$ cat src/rtl/lut_index_finder_if.sv
// Table-load and search handshake bundle for lut_index_finder.
// master drives writes/start/key; slave (the finder) drives busy/done/hit/index.
interface lut_index_finder_if #(
  parameter int AW = 5,
  parameter int DW = 10
);
  logic          wren;
  logic [AW-1:0] wraddr;
  logic [DW-1:0] wrdata;
  logic          start;
  logic [DW-1:0] key;
  logic          busy;
  logic          done;
  logic          hit;
  logic [AW-1:0] index;

  modport master (
    output wren, wraddr, wrdata, start, key,
    input  busy, done, hit, index
  );

  modport slave (
    input  wren, wraddr, wrdata, start, key,
    output busy, done, hit, index
  );
endinterface

$ cat src/rtl/lut_index_finder.sv
// Sequential reverse lookup: scans a writable DEPTH-entry table one entry per cycle
// for the lowest index holding key. Define LUT_FIND_PRELOAD_EN to reset-load the tap patterns.
module lut_index_finder #(
  parameter int AW    = 5,
  parameter int DW    = 10,
  parameter int DEPTH = 2**AW
) (
  input  logic              clk,
  input  logic              reset,
  lut_index_finder_if.slave bus
);

  typedef enum logic [1:0] {
    IDLE   = 2'd0,
    SEARCH = 2'd1,
    DONE   = 2'd2
  } state_t;

  localparam logic [AW-1:0] LAST_PTR = AW'(DEPTH - 1);

  state_t           state_reg, state_next;
  logic [AW-1:0]    ptr_reg, ptr_next;
  logic [AW-1:0]    index_reg, index_next;
  logic [DW-1:0]    keyq_reg, keyq_next;
  logic             hit_reg, hit_next;

  logic [DW-1:0]    mem [DEPTH];
  logic [DEPTH-1:0] valid_reg;
  logic [DEPTH-1:0] valid_init;
  logic             wr_ok;
  logic             match;

`ifdef LUT_FIND_PRELOAD_EN
  localparam int PRELOAD_N = 9;
  localparam logic [9:0] TAPS [PRELOAD_N] = '{
    10'h060, 10'h048, 10'h078, 10'h072, 10'h06A,
    10'h069, 10'h05C, 10'h07E, 10'h07B
  };
  logic [DW-1:0] init_data [DEPTH];
`else
  localparam int PRELOAD_N = 0;
`endif

  genvar gi;
  generate
    for (gi = 0; gi < DEPTH; gi++) begin : g_init
      assign valid_init[gi] = (gi < PRELOAD_N);
`ifdef LUT_FIND_PRELOAD_EN
      if (gi < PRELOAD_N) begin : g_tap
        assign init_data[gi] = DW'(TAPS[gi]);
      end else begin : g_blank
        assign init_data[gi] = '0;
      end
`endif
    end
  endgenerate

  // Writes are frozen during a scan so the table is stable while it is walked.
  assign wr_ok = bus.wren && (state_reg != SEARCH);
  assign match = valid_reg[ptr_reg] && (mem[ptr_reg] == keyq_reg);

`ifdef LUT_FIND_PRELOAD_EN
  always_ff @(posedge clk or negedge reset) begin
    if (!reset) begin
      for (int i = 0; i < DEPTH; i++) mem[i] <= init_data[i];
    end else if (wr_ok) begin
      mem[bus.wraddr] <= bus.wrdata;
    end
  end
`else
  always_ff @(posedge clk) begin
    if (wr_ok) mem[bus.wraddr] <= bus.wrdata;
  end
`endif

  always_ff @(posedge clk or negedge reset) begin
    if (!reset) begin
      valid_reg <= valid_init;
    end else if (wr_ok) begin
      valid_reg[bus.wraddr] <= 1'b1;
    end
  end

  always_ff @(posedge clk or negedge reset) begin
    if (!reset) begin
      state_reg <= IDLE;
      ptr_reg   <= '0;
      keyq_reg  <= '0;
      hit_reg   <= 1'b0;
      index_reg <= '0;
    end else begin
      state_reg <= state_next;
      ptr_reg   <= ptr_next;
      keyq_reg  <= keyq_next;
      hit_reg   <= hit_next;
      index_reg <= index_next;
    end
  end

  always_comb begin
    state_next = state_reg;
    ptr_next   = ptr_reg;
    keyq_next  = keyq_reg;
    hit_next   = hit_reg;
    index_next = index_reg;
    case (state_reg)
      IDLE: begin
        if (bus.start) begin
          keyq_next  = bus.key;
          ptr_next   = '0;
          hit_next   = 1'b0;
          index_next = '0;
          state_next = SEARCH;
        end
      end
      SEARCH: begin
        if (match) begin
          hit_next   = 1'b1;
          index_next = ptr_reg;
          state_next = DONE;
        end else if (ptr_reg == LAST_PTR) begin
          hit_next   = 1'b0;
          index_next = '0;
          state_next = DONE;
        end else begin
          ptr_next = ptr_reg + AW'(1);
        end
      end
      DONE:    state_next = IDLE;
      default: state_next = IDLE;
    endcase
  end

  // Outputs decode registered state only; no input reaches them combinationally.
  always_comb begin
    bus.busy  = (state_reg == SEARCH);
    bus.done  = (state_reg == DONE);
    bus.hit   = hit_reg;
    bus.index = index_reg;
  end

endmodule

$ cat src/flat_wrapper.sv
// flat-port wrapper written by rule: the top's interface ports become plain ports
module lut_index_finder_flat 
#(
  parameter int AW    = 5,
  parameter int DW    = 10,
  parameter int DEPTH = 2**AW
)
  (clk, reset, bus_wren, bus_wraddr, bus_wrdata, bus_start, bus_key, bus_busy, bus_done, bus_hit, bus_index);
  lut_index_finder_if #(.AW(AW), .DW(DW)) bus_i ();
  input  logic clk;
  input  logic reset;
  input wire logic [$bits(bus_i.wren)-1:0] bus_wren;
  input wire logic [$bits(bus_i.wraddr)-1:0] bus_wraddr;
  input wire logic [$bits(bus_i.wrdata)-1:0] bus_wrdata;
  input wire logic [$bits(bus_i.start)-1:0] bus_start;
  input wire logic [$bits(bus_i.key)-1:0] bus_key;
  output wire logic [$bits(bus_i.busy)-1:0] bus_busy;
  output wire logic [$bits(bus_i.done)-1:0] bus_done;
  output wire logic [$bits(bus_i.hit)-1:0] bus_hit;
  output wire logic [$bits(bus_i.index)-1:0] bus_index;
  assign bus_i.wren = bus_wren;
  assign bus_i.wraddr = bus_wraddr;
  assign bus_i.wrdata = bus_wrdata;
  assign bus_i.start = bus_start;
  assign bus_i.key = bus_key;
  assign bus_busy = bus_i.busy;
  assign bus_done = bus_i.done;
  assign bus_hit = bus_i.hit;
  assign bus_index = bus_i.index;
  lut_index_finder #(.AW(AW), .DW(DW), .DEPTH(DEPTH)) u_core (.clk(clk), .reset(reset), .bus(bus_i));
endmodule
$ cat config.mk
export PLATFORM = sky130hd
export DESIGN_NAME = lut_index_finder_flat
export DESIGN_NICKNAME = d
export VERILOG_FILES = /design/src/rtl/lut_index_finder_if.sv /design/src/rtl/lut_index_finder.sv /design/src/flat_wrapper.sv
export SDC_FILE = /design/constraint.sdc
export NUM_CORES = 1
export LEC_CHECK = 0
export BUFFER_PORTS_ARGS = -buffer_cell sky130_fd_sc_hd__buf_2
export CORE_MARGIN = 3
export CORE_UTILIZATION = 66
export CTS_BUF_LIST = sky130_fd_sc_hd__clkbuf_16
export CTS_CLUSTER_SIZE = 8
export DETAILED_ROUTE_END_ITERATION = 10
export MAX_ROUTING_LAYER = met4
export PLACE_DENSITY = 0.84
export SLEW_MARGIN = 20
export SYNTH_ARGS = -nofsm -noshare
export SYNTH_HDL_FRONTEND = slang
export SYNTH_SLANG_ARGS = --single-unit
$ cat constraint.sdc
create_clock -name clk -period 7.1 [get_ports clk]
set_input_delay 0.355 -clock clk [delete_from_list [all_inputs] [get_ports clk]]
set_output_delay 0.355 -clock clk [all_outputs]
set_load 0.02 [all_outputs]
Yosys cells after proc, flatten, opt, wreduce, memory -nomap -nowiden

Memories as Yosys holds them, arrays and structs flattened.
Index checks and enable logic that the tools add are counted.
Widths: inputs -> output; s select.

Add/sub/neg operators: 1
Multiply operators: 0
Divide/modulo/power cells: 0
Magnitude comparators: 3
Equal/unequal tests: 9
Shift operators: 0
Mux-type cells: 21
Bitwise gates (word level): 1
Reduce and logical (&&, ||, !) cells: 9

Operators with widths:

| cell                | count |
|---|---|
| $or 32x32->32       | 1 |
| $mux 5              | 5 |
| $pmux 5 s2          | 2 |
| $lt 5x6->1 const B  | 2 |
| $eq 10x10->1        | 1 |
| $mux 1              | 7 |
| $mux 2              | 3 |
| $ne 2x2->1 const B  | 3 |
| $add 5x1->5 const B | 1 |
| $bmux 1 s5          | 1 |
| $demux 1 s5         | 1 |
| $eq 5x5->1 const B  | 1 |
| $ge 5x1->1 const B  | 1 |
| $pmux 2 s2          | 1 |
| $reduce_and 2->1    | 2 |
| $reduce_and 4->1    | 1 |
| $logic_and 1x1->1   | 3 |
| $ne 3x1->1 const B  | 1 |
| $reduce_and 3->1    | 1 |
| $eq 2x1->1 const B  | 1 |
| $eq 2x2->1 const B  | 1 |
| $logic_not 2->1     | 1 |
| $ne 2x1->1 const B  | 1 |
| $pmux 1 s2          | 1 |
| $reduce_bool 2->1   | 1 |

Flip-flop bits (word level): 55
Latch bits: 0
Bits in writable memories: 320
Bits in read-only memories: 0
Input bits: 29
Word-level logic and storage cells: 51
Memories kept: 1

Memories:

| memory     | depth | width | read ports | clocked after Yosys merged registers in | wr ports | line                   | text |
|---|---|---|---|---|---|---|---|
| u_core.mem | 32    | 10    | 1          | 0                                       | 1        | lut_index_finder.sv:27 | `logic [DW-1:0] mem [DEPTH];` |

Longest topological paths before layout

Gate-level depths: netlist of run 1.

Word-level depth: 5
Depth in mapped cells: 14
Gate-level depth less buffers: 9

Worst setup path after synthesis of run 1

OpenSTA, ideal clock, no wires.

Path kind: reg2reg
Start point: reg u_core.ptr_reg[0]
End point: reg u_core.ptr_reg[0]
Data arrival time: 2.565 ns
Setup slack: 4.411 ns
Stages on the path, launching flop included: 14
Buffers on the path: 4
Path through: dfrtp_1 > buf_6 > buf_12 > buf_6 > mux4_1 > nor2_1 > nor2_1 > o221ai_1 > xnor2_1 > nor3_1 > and4b_4 > and2_4 > buf_6 > a211o_1

Word-level cells in the longest chain between the ends: 5
Elaborated cells between the ends (all ways): 13
Classes of those cells: add/sub: 1; eq/ne: 4; mux: 5; reduce/logical: 2; memory: 1

RTL lines:

| what                                               | line                   | text |
|---|---|---|
| start, declared                                    | lut_index_finder.sv:22 | `logic [AW-1:0] ptr_reg, ptr_next;` |
| start signal, assigned                             | lut_index_finder.sv:93 | `ptr_reg <= ptr_next;` |
| $mem_v2 32x10 / $bmux 1 s5 (equally long branches) | -                      |  |
| $eq 10x10->1 / $mux 1 (equally long branches)      | lut_index_finder.sv:60 | `assign match = valid_reg[ptr_reg] && (mem[ptr_reg] == keyq_reg);` |
| $logic_and 1x1->1                                  | lut_index_finder.sv:60 |  |
| $ne 2x2->1 (no line)                               | -                      |  |
| $reduce_and 4->1 (no line)                         | -                      |  |

Several ways; a longest one is shown, not always the timed one. The select of a mux whose other input is x is not followed.
A chain may end at the register's enable or synchronous reset.

Final worst setup path of run 1

Ends and elaborated chain as after synthesis.

==> impl_metrics.env, run 1 <==
export IMPL_drive_gt1_share_pct=24.9
export IMPL_peakVddDrop_uv=219
export IMPL_hold_ws_ns=0.0328
export IMPL_grt_first_pass_wirelength_mm=52.8
export IMPL_synth_warnings=0
export IMPL_synth_compound_area_share_pct=3.44
export IMPL_gp_congestion=0.918
export IMPL_viasPerCell=6.99
export IMPL_crit_type="flip-flop to flip-flop"
export IMPL_worst_slack_ns=2.96
export IMPL_vias=8379
export IMPL_synth_xor_area_share_pct=0.521
export IMPL_ff2ff_path_depth=9
export IMPL_syn_inst=813
export IMPL_ys_seq_elements=375
export IMPL_fp_coreArea_um2=22200
export IMPL_largest_reg_flops=320
export IMPL_cp_data_required_time_ns=7.53
export IMPL_synthMuxAreaShare_pct=14.8
export IMPL_rows=54
export IMPL_cp_max_fo=78
export IMPL_synth_top_family_by_area="multiplexers"
export IMPL_nets=903
export IMPL_drtIter0Drc=1115
export IMPL_fin_setup_tns_ns=0
export IMPL_wl_mm=35.6
export IMPL_grt_total_usage_pct=30.3
export IMPL_area_delta_synth_final_pct=12.1
export IMPL_rr_startpoint="u_core.ptr_reg[0]"
export IMPL_grt_max_degree=79
export IMPL_synth_top_area_cell="edfxtp_1"
export IMPL_pin_count=37
export IMPL_worst_pin_slew_ns=1.16
export IMPL_dp_hpwl_mm=19.9
export IMPL_maxCapViolations=0
export IMPL_skew_ns=0.0279
export IMPL_synth_top_area_share_pct=63.5
export IMPL_min_path_cells=2
export IMPL_mostFrequentLayoutCells="320 x edfxtp_1, 53 x clkbuf_16, 52 x dfrtp_1, 47 x mux4_2, 47 x mux2i_1"
export IMPL_grt_antenna_before_repair=1
export IMPL_relSlewSlack_pct=22.2
export IMPL_die_area_um2=24800
export IMPL_arrival_ns=4.56
export IMPL_synth_ff_type="edfxtp_1"
export IMPL_max_clock_freq_mhz=242
export IMPL_yosys_area_share_adder_pct=0.165
export IMPL_fin_area_um2=17000
export IMPL_postRouteAntennaNets=0
export IMPL_synth_edff_count=320
export IMPL_cts_max_level=2
export IMPL_setup_viol=0
export IMPL_ys_types=56
export IMPL_total_leakage_power_nw=6.19
export IMPL_clk_latency_ns=0.56
export IMPL_synth_nets=844
export IMPL_cts_tree="built"
export IMPL_place_area_um2=15400
export IMPL_cts_sinks=375
export IMPL_cts_max_path_buffers=3
export IMPL_remaining_drc_errors=0
export IMPL_grt_overflow_total=0
export IMPL_clk_pin_slew_worst_paths_ns=0.05
export IMPL_slew_violations=0
export IMPL_p_per_area_nw_per_um2=383
export IMPL_io_buffers=36
export IMPL_hold_class="primary input to flip-flop"
export IMPL_drt_first_pass_iters=5
export IMPL_cts_resized=0
export IMPL_post_route_period_util_pct=58.3
export IMPL_hold_start="bus_key[8]"
export IMPL_syn_cell_area_um2=15100
export IMPL_wl_per_cell_um=29.7
export IMPL_synthArstFlopShare_pct=14.7
export IMPL_ys_seq_area_share_pct=72.6
export IMPL_end_kind="flip-flop"
export IMPL_status="finished, final reports clean"
export IMPL_cts_root_buf="clkbuf_16"
export IMPL_period_needed_ns=4.14
export IMPL_first_global_vias=8428
export IMPL_utilization_pct=76.6
export IMPL_die_h_um=157
export IMPL_synthSimpleGateAreaFrac_pct=6.13
export IMPL_synth_area_leaders="edfxtp_1 63%, dfrtp_1 9.1%, mux4_2 7.0%, mux4_1 3.3%, mux2i_1 3.1%"
export IMPL_syn_avg_cell_area_um2=18.6
export IMPL_initial_core_util_pct=68.3
export IMPL_regToRegSetupSlack_ns=2.96
export IMPL_min_to="u_core.keyq_reg[8]"
export IMPL_final_common_cell="edfxtp_1"
export IMPL_cp_start_kind="flip-flop"
export IMPL_dpl_worst_slack_ns=3.06
export IMPL_cts_buffers=52
export IMPL_die_w_um=157
export IMPL_hold_viol_final=0
export IMPL_rsz0062_at_grt="false"
export IMPL_timing_rr_end="u_core.ptr_reg[0]"
-- stage by stage --
step	std cells	power, mW
2_1_floorplan	813	3.87
3_3_place_gp	1097	4.19
3_5_place_dp	1097	4.23
4_1_cts	1196	6.46
5_1_grt	1197	6.68
6_report	1199	6.49
-- synth_stat cells, drive strengths merged (2+ instances only) --
| library cell | n |
|---|---|
| edfxtp | 320 |
| mux4 | 66 |
| nor2 | 60 |
| dfrtp | 55 |
| mux2i | 47 |
| or2 | 33 |
| buf | 31 |
| nand2 | 30 |
| mux2 | 19 |
| nand3 | 15 |
| o21ai | 14 |
| a22oi | 13 |
| nand3b | 9 |
| clkbuf | 8 |
| nor2b | 8 |
| xnor2 | 8 |
| o221ai | 7 |
| a211oi | 6 |
| a21o | 5 |
| a21oi | 5 |
| a32oi | 4 |
| and2 | 4 |
| a2111oi | 3 |
| and3 | 3 |
| inv | 3 |
| nand4b | 3 |
| o211ai | 3 |
| a211o | 2 |
| a221o | 2 |
| a221oi | 2 |
| ha | 2 |
| nand2b | 2 |
| nand4 | 2 |
| nor4 | 2 |
| o22ai | 2 |
| or3 | 2 |
| or3b | 2 |
-- worst max-delay path by stage --
stage	from	endpoint	slack [ns]	cells past startpoint
2_1_floorplan	u_core.ptr_reg[0]	u_core.ptr_reg[0]	4.41	13
3_3_place_gp	u_core.ptr_reg[0]	u_core.ptr_reg[0]	3.12	9
3_5_place_dp	u_core.ptr_reg[0]	u_core.ptr_reg[0]	3.06	9
4_1_cts	u_core.ptr_reg[0]	u_core.ptr_reg[0]	3.03	9
5_1_grt	u_core.ptr_reg[0]	u_core.ptr_reg[4]	2.86	10
6_report	u_core.ptr_reg[0]	u_core.ptr_reg[0]	2.96	9
-- final cells by class --
class | count | area [um^2]
Clock buffer | 53 | 1330
Timing Repair Buffer | 44 | 255
Inverter | 4 | 15.0
Tap cell | 280 | 350
Fill cell | 1143 | 5190
Clock inverter | 45 | 179
Sequential cell | 375 | 11000
Multi-Input combinational cell | 395 | 3850
Antenna cell | 3 | 7.51
-- critical path: stages (launching register included) --
cell and delay, ns:
dfrtp_4 0.95, buf_12 0.54, mux4_1 0.64, mux2i_1 0.47, mux4_2 0.35, xnor2_1 0.13
nor2_1 0.06, and4b_4 0.27, and2_4 0.21, a211o_1 0.30
-- metal layers --
layer	part of all wire, %	up-vias	track usage (%)
li1	-	3374	-
met1	37	4286	40.9
met2	47	578	44.6
met3	11	141	7.89
met4	4.4	0	12.9
met5	0	-	-
-- cells by family (layout without fill, tap and decap cells) --
kind of cell | Yosys count | in the layout
fa+ha+maj | 2 | 2
xor+xnor | 9 | 9
flops | 375 | 375
buf+inv | 43 | 146
mux | 132 | 132
compound gates | 72 | 72
other cells | 0 | 3
simple gates | 180 | 180
-- power breakdown --
group	switching [mW]	internal (mW)
registers	0.194	2.49
logic	0.878	0.712
clock network	0.890	1.33
-- what timing repair did --
action,CTS,global route
hold buffers,1,0
endpoints found under the hold margin,45,0
endpoints found under the setup margin,0,0
setup buffers,0,0
Power figures use the tool's default switching activity.
==> inputs of run 2 (changes only) <==
--- a/config.mk
+++ b/config.mk
@@ -7,12 +7,12 @@
 export LEC_CHECK = 0
 export BUFFER_PORTS_ARGS = -buffer_cell sky130_fd_sc_hd__buf_2
 export CORE_MARGIN = 3
-export CORE_UTILIZATION = 66
+export CORE_UTILIZATION = 56
 export CTS_BUF_LIST = sky130_fd_sc_hd__clkbuf_16
 export CTS_CLUSTER_SIZE = 8
 export DETAILED_ROUTE_END_ITERATION = 10
 export MAX_ROUTING_LAYER = met4
-export PLACE_DENSITY = 0.84
+export PLACE_DENSITY = 0.75
 export SLEW_MARGIN = 20
 export SYNTH_ARGS = -nofsm -noshare
 export SYNTH_HDL_FRONTEND = slang
==> constraint.sdc (replaced) <==
create_clock -name clk -period 3.5 [get_ports clk]
set_input_delay 0.175 -clock clk [delete_from_list [all_inputs] [get_ports clk]]
set_output_delay 0.175 -clock clk [all_outputs]
set_load 0.02 [all_outputs]
==> run 2 against run 1 <==
Against the previous run: non-clock buffer count up 73; first-iteration DRC count down 7.8%; final area up 3.7%; clock power up 100%; clock-buffer cell count down 1; register-to-register slack worse by 2.8 ns; wire length down 1.1%; combinational power up 120%; via count down 0.70%; sequential share of layout area down 2.3 points; clock skew down 0.013 ns.
==> impl_metrics.env, run 2 (synthesis gave the netlist of run 1 again) <==
export IMPL_status="finished, final reports clean"
export IMPL_wl_mm=35.2
export IMPL_hold_class="primary input to flip-flop"
export IMPL_cp_data_required_time_ns=3.94
export IMPL_peakVddDrop_uv=501
export IMPL_io_buffers=36
export IMPL_cts_root_buf="clkbuf_16"
export IMPL_p_per_area_nw_per_um2=760
export IMPL_cts_max_level=2
export IMPL_vias=8320
export IMPL_gp_congestion=0.914
export IMPL_viasPerCell=6.28
export IMPL_period_needed_ns=3.31
export IMPL_remaining_drc_errors=0
export IMPL_max_stage_delay_ns=0.72
export IMPL_cp_max_fo=22
export IMPL_initial_core_util_pct=57.6
export IMPL_grt_max_degree=37
export IMPL_cp_slowest_cell="inv_1"
export IMPL_hold_viol_final=0
export IMPL_dp_hpwl_mm=21.7
export IMPL_setup_viol=0
export IMPL_maxCapViolations=0
export IMPL_drtIter0Drc=1028
export IMPL_arrival_ns=3.75
export IMPL_rows=59
export IMPL_drt_first_pass_iters=5
export IMPL_cp_top_family="buffers and inverters"
export IMPL_area_delta_synth_final_pct=16.3
export IMPL_critPathLaunch="u_core.ptr_reg[1]"
export IMPL_post_route_period_util_pct=94.6
export IMPL_fin_setup_tns_ns=0
export IMPL_timing_rr_end="u_core.ptr_reg[4]"
export IMPL_grt_total_usage_pct=26.1
export IMPL_cts_buffers=52
export IMPL_slew_violations=0
export IMPL_skew_ns=0.0151
export IMPL_worst_pin_slew_ns=0.912
export IMPL_grt_overflow_total=0
export IMPL_drive_gt1_share_pct=27.3
export IMPL_ff2ff_path_depth=9
export IMPL_largest_reg_flops=320
export IMPL_nets=976
export IMPL_dp_cells=1215
export IMPL_cts_tree="built"
export IMPL_rr_startpoint="u_core.ptr_reg[1]"
export IMPL_cp_start_kind="flip-flop"
export IMPL_grt_antenna_before_repair=2
export IMPL_final_common_cell="edfxtp_1"
export IMPL_clk_pin_slew_worst_paths_ns=0.05
export IMPL_fp_coreArea_um2=26300
export IMPL_end_kind="flip-flop"
export IMPL_cts_setup_buffers=0
export IMPL_cts_max_path_buffers=3
export IMPL_die_h_um=170
export IMPL_dpl_worst_slack_ns=0.132
export IMPL_postRouteAntennaNets=0
export IMPL_clk_latency_ns=0.57
export IMPL_worst_slack_ns=0.188
export IMPL_pin_count=37
export IMPL_max_clock_freq_mhz=302
export IMPL_power_total_mw=13.4
export IMPL_die_w_um=170
export IMPL_mostFrequentLayoutCells="320 x edfxtp_1, 66 x buf_4, 60 x nor2_1, 52 x clkbuf_16, 52 x dfrtp_1"
export IMPL_regToRegSetupSlack_ns=0.19
export IMPL_crit_type="flip-flop to flip-flop"
export IMPL_relSlewSlack_pct=39.1
export IMPL_worstPathCellList="inv_1 -> mux2i_1 -> a32oi_1 -> o221ai_1 -> xnor2_1 -> nor3_1 -> and4b_4 -> nor2_1 -> a211o_1"
export IMPL_cts_sinks=375
export IMPL_first_global_vias=8469
export IMPL_die_area_um2=29000
export IMPL_grt_first_pass_wirelength_mm=54.0
export IMPL_wl_per_cell_um=26.6
export IMPL_rsz0062_at_grt="false"
export IMPL_critPathBufInv=1
export IMPL_stdcell_count=1325
export IMPL_total_leakage_power_nw=6.57
export IMPL_cp_depth=9
export IMPL_crit_end="u_core.ptr_reg[4]"
-- run 2: cell count changes in the layout (fill, tap and decap cells not counted), sizes merged --
cell,change
dlygate4sd3,+10
inv,-1
clkbuf,-1
buf,+63
clkinv,+1
diode,-1
-- run 2: layer usage --
metal | GRT usage, % | part of all wire, % | vias to the layer above
met5 | - | 0 | -
met4 | 7.90 | 2.6 | 0
met3 | 4.88 | 8.7 | 66
met2 | 39.6 | 48 | 446
met1 | 36.8 | 41 | 4280
li1 | - | - | 3528
-- run 2: repair_timing --
| item | 4_1_cts | 5_1_grt |
|---|---|---|
| hold buffers | 11 | 0 |
| gates resized for setup | 0 | 1 |
| hold endpoints to repair | 45 | 0 |
| setup endpoints to repair | 0 | 11 |
-- run 2: worst min-delay path by stage --
stage                  startpoint  cells after the start             endpoint  slack [ns]
floorplan                   reset                      0       u_core.bus.hit       -0.12
global placement            reset                      1  u_core.valid_reg[1]        0.33
detailed placement          reset                      1  u_core.valid_reg[1]        0.33
CTS                 bus_wraddr[4]                      3    u_core.mem[17][6]        0.12
global route        bus_wraddr[4]                      3    u_core.mem[17][6]        0.17
finish              bus_wrdata[1]                      1     u_core.mem[7][1]        0.14
-- run 2: where the power goes --
part,internal (mW),switching (mW)
logic,1.69,1.88
registers,5.05,0.296
clock network,2.67,1.80
total,9.41,3.97
-- run 2: cell type report --
cell class	count	area [um^2]
antenna	2	5.00
multi-input combinational	395	3800
timing repair buffer	117	866
inverter	4	15.0
fill	1700	8680
tap	335	419
clock buffer	52	1300
clock inverter	45	203
sequential	375	11000
-- run 2: metrics by stage --
step,hold WS (ns),area [um^2],util (%)
6_report,0.144,17600,67.0
5_1_grt,0.166,17600,67.0
4_1_cts,0.123,17600,66.9
3_5_place_dp,0.328,16000,60.8
3_3_place_gp,0.325,16000,60.8
2_1_floorplan,-0.121,15100,-
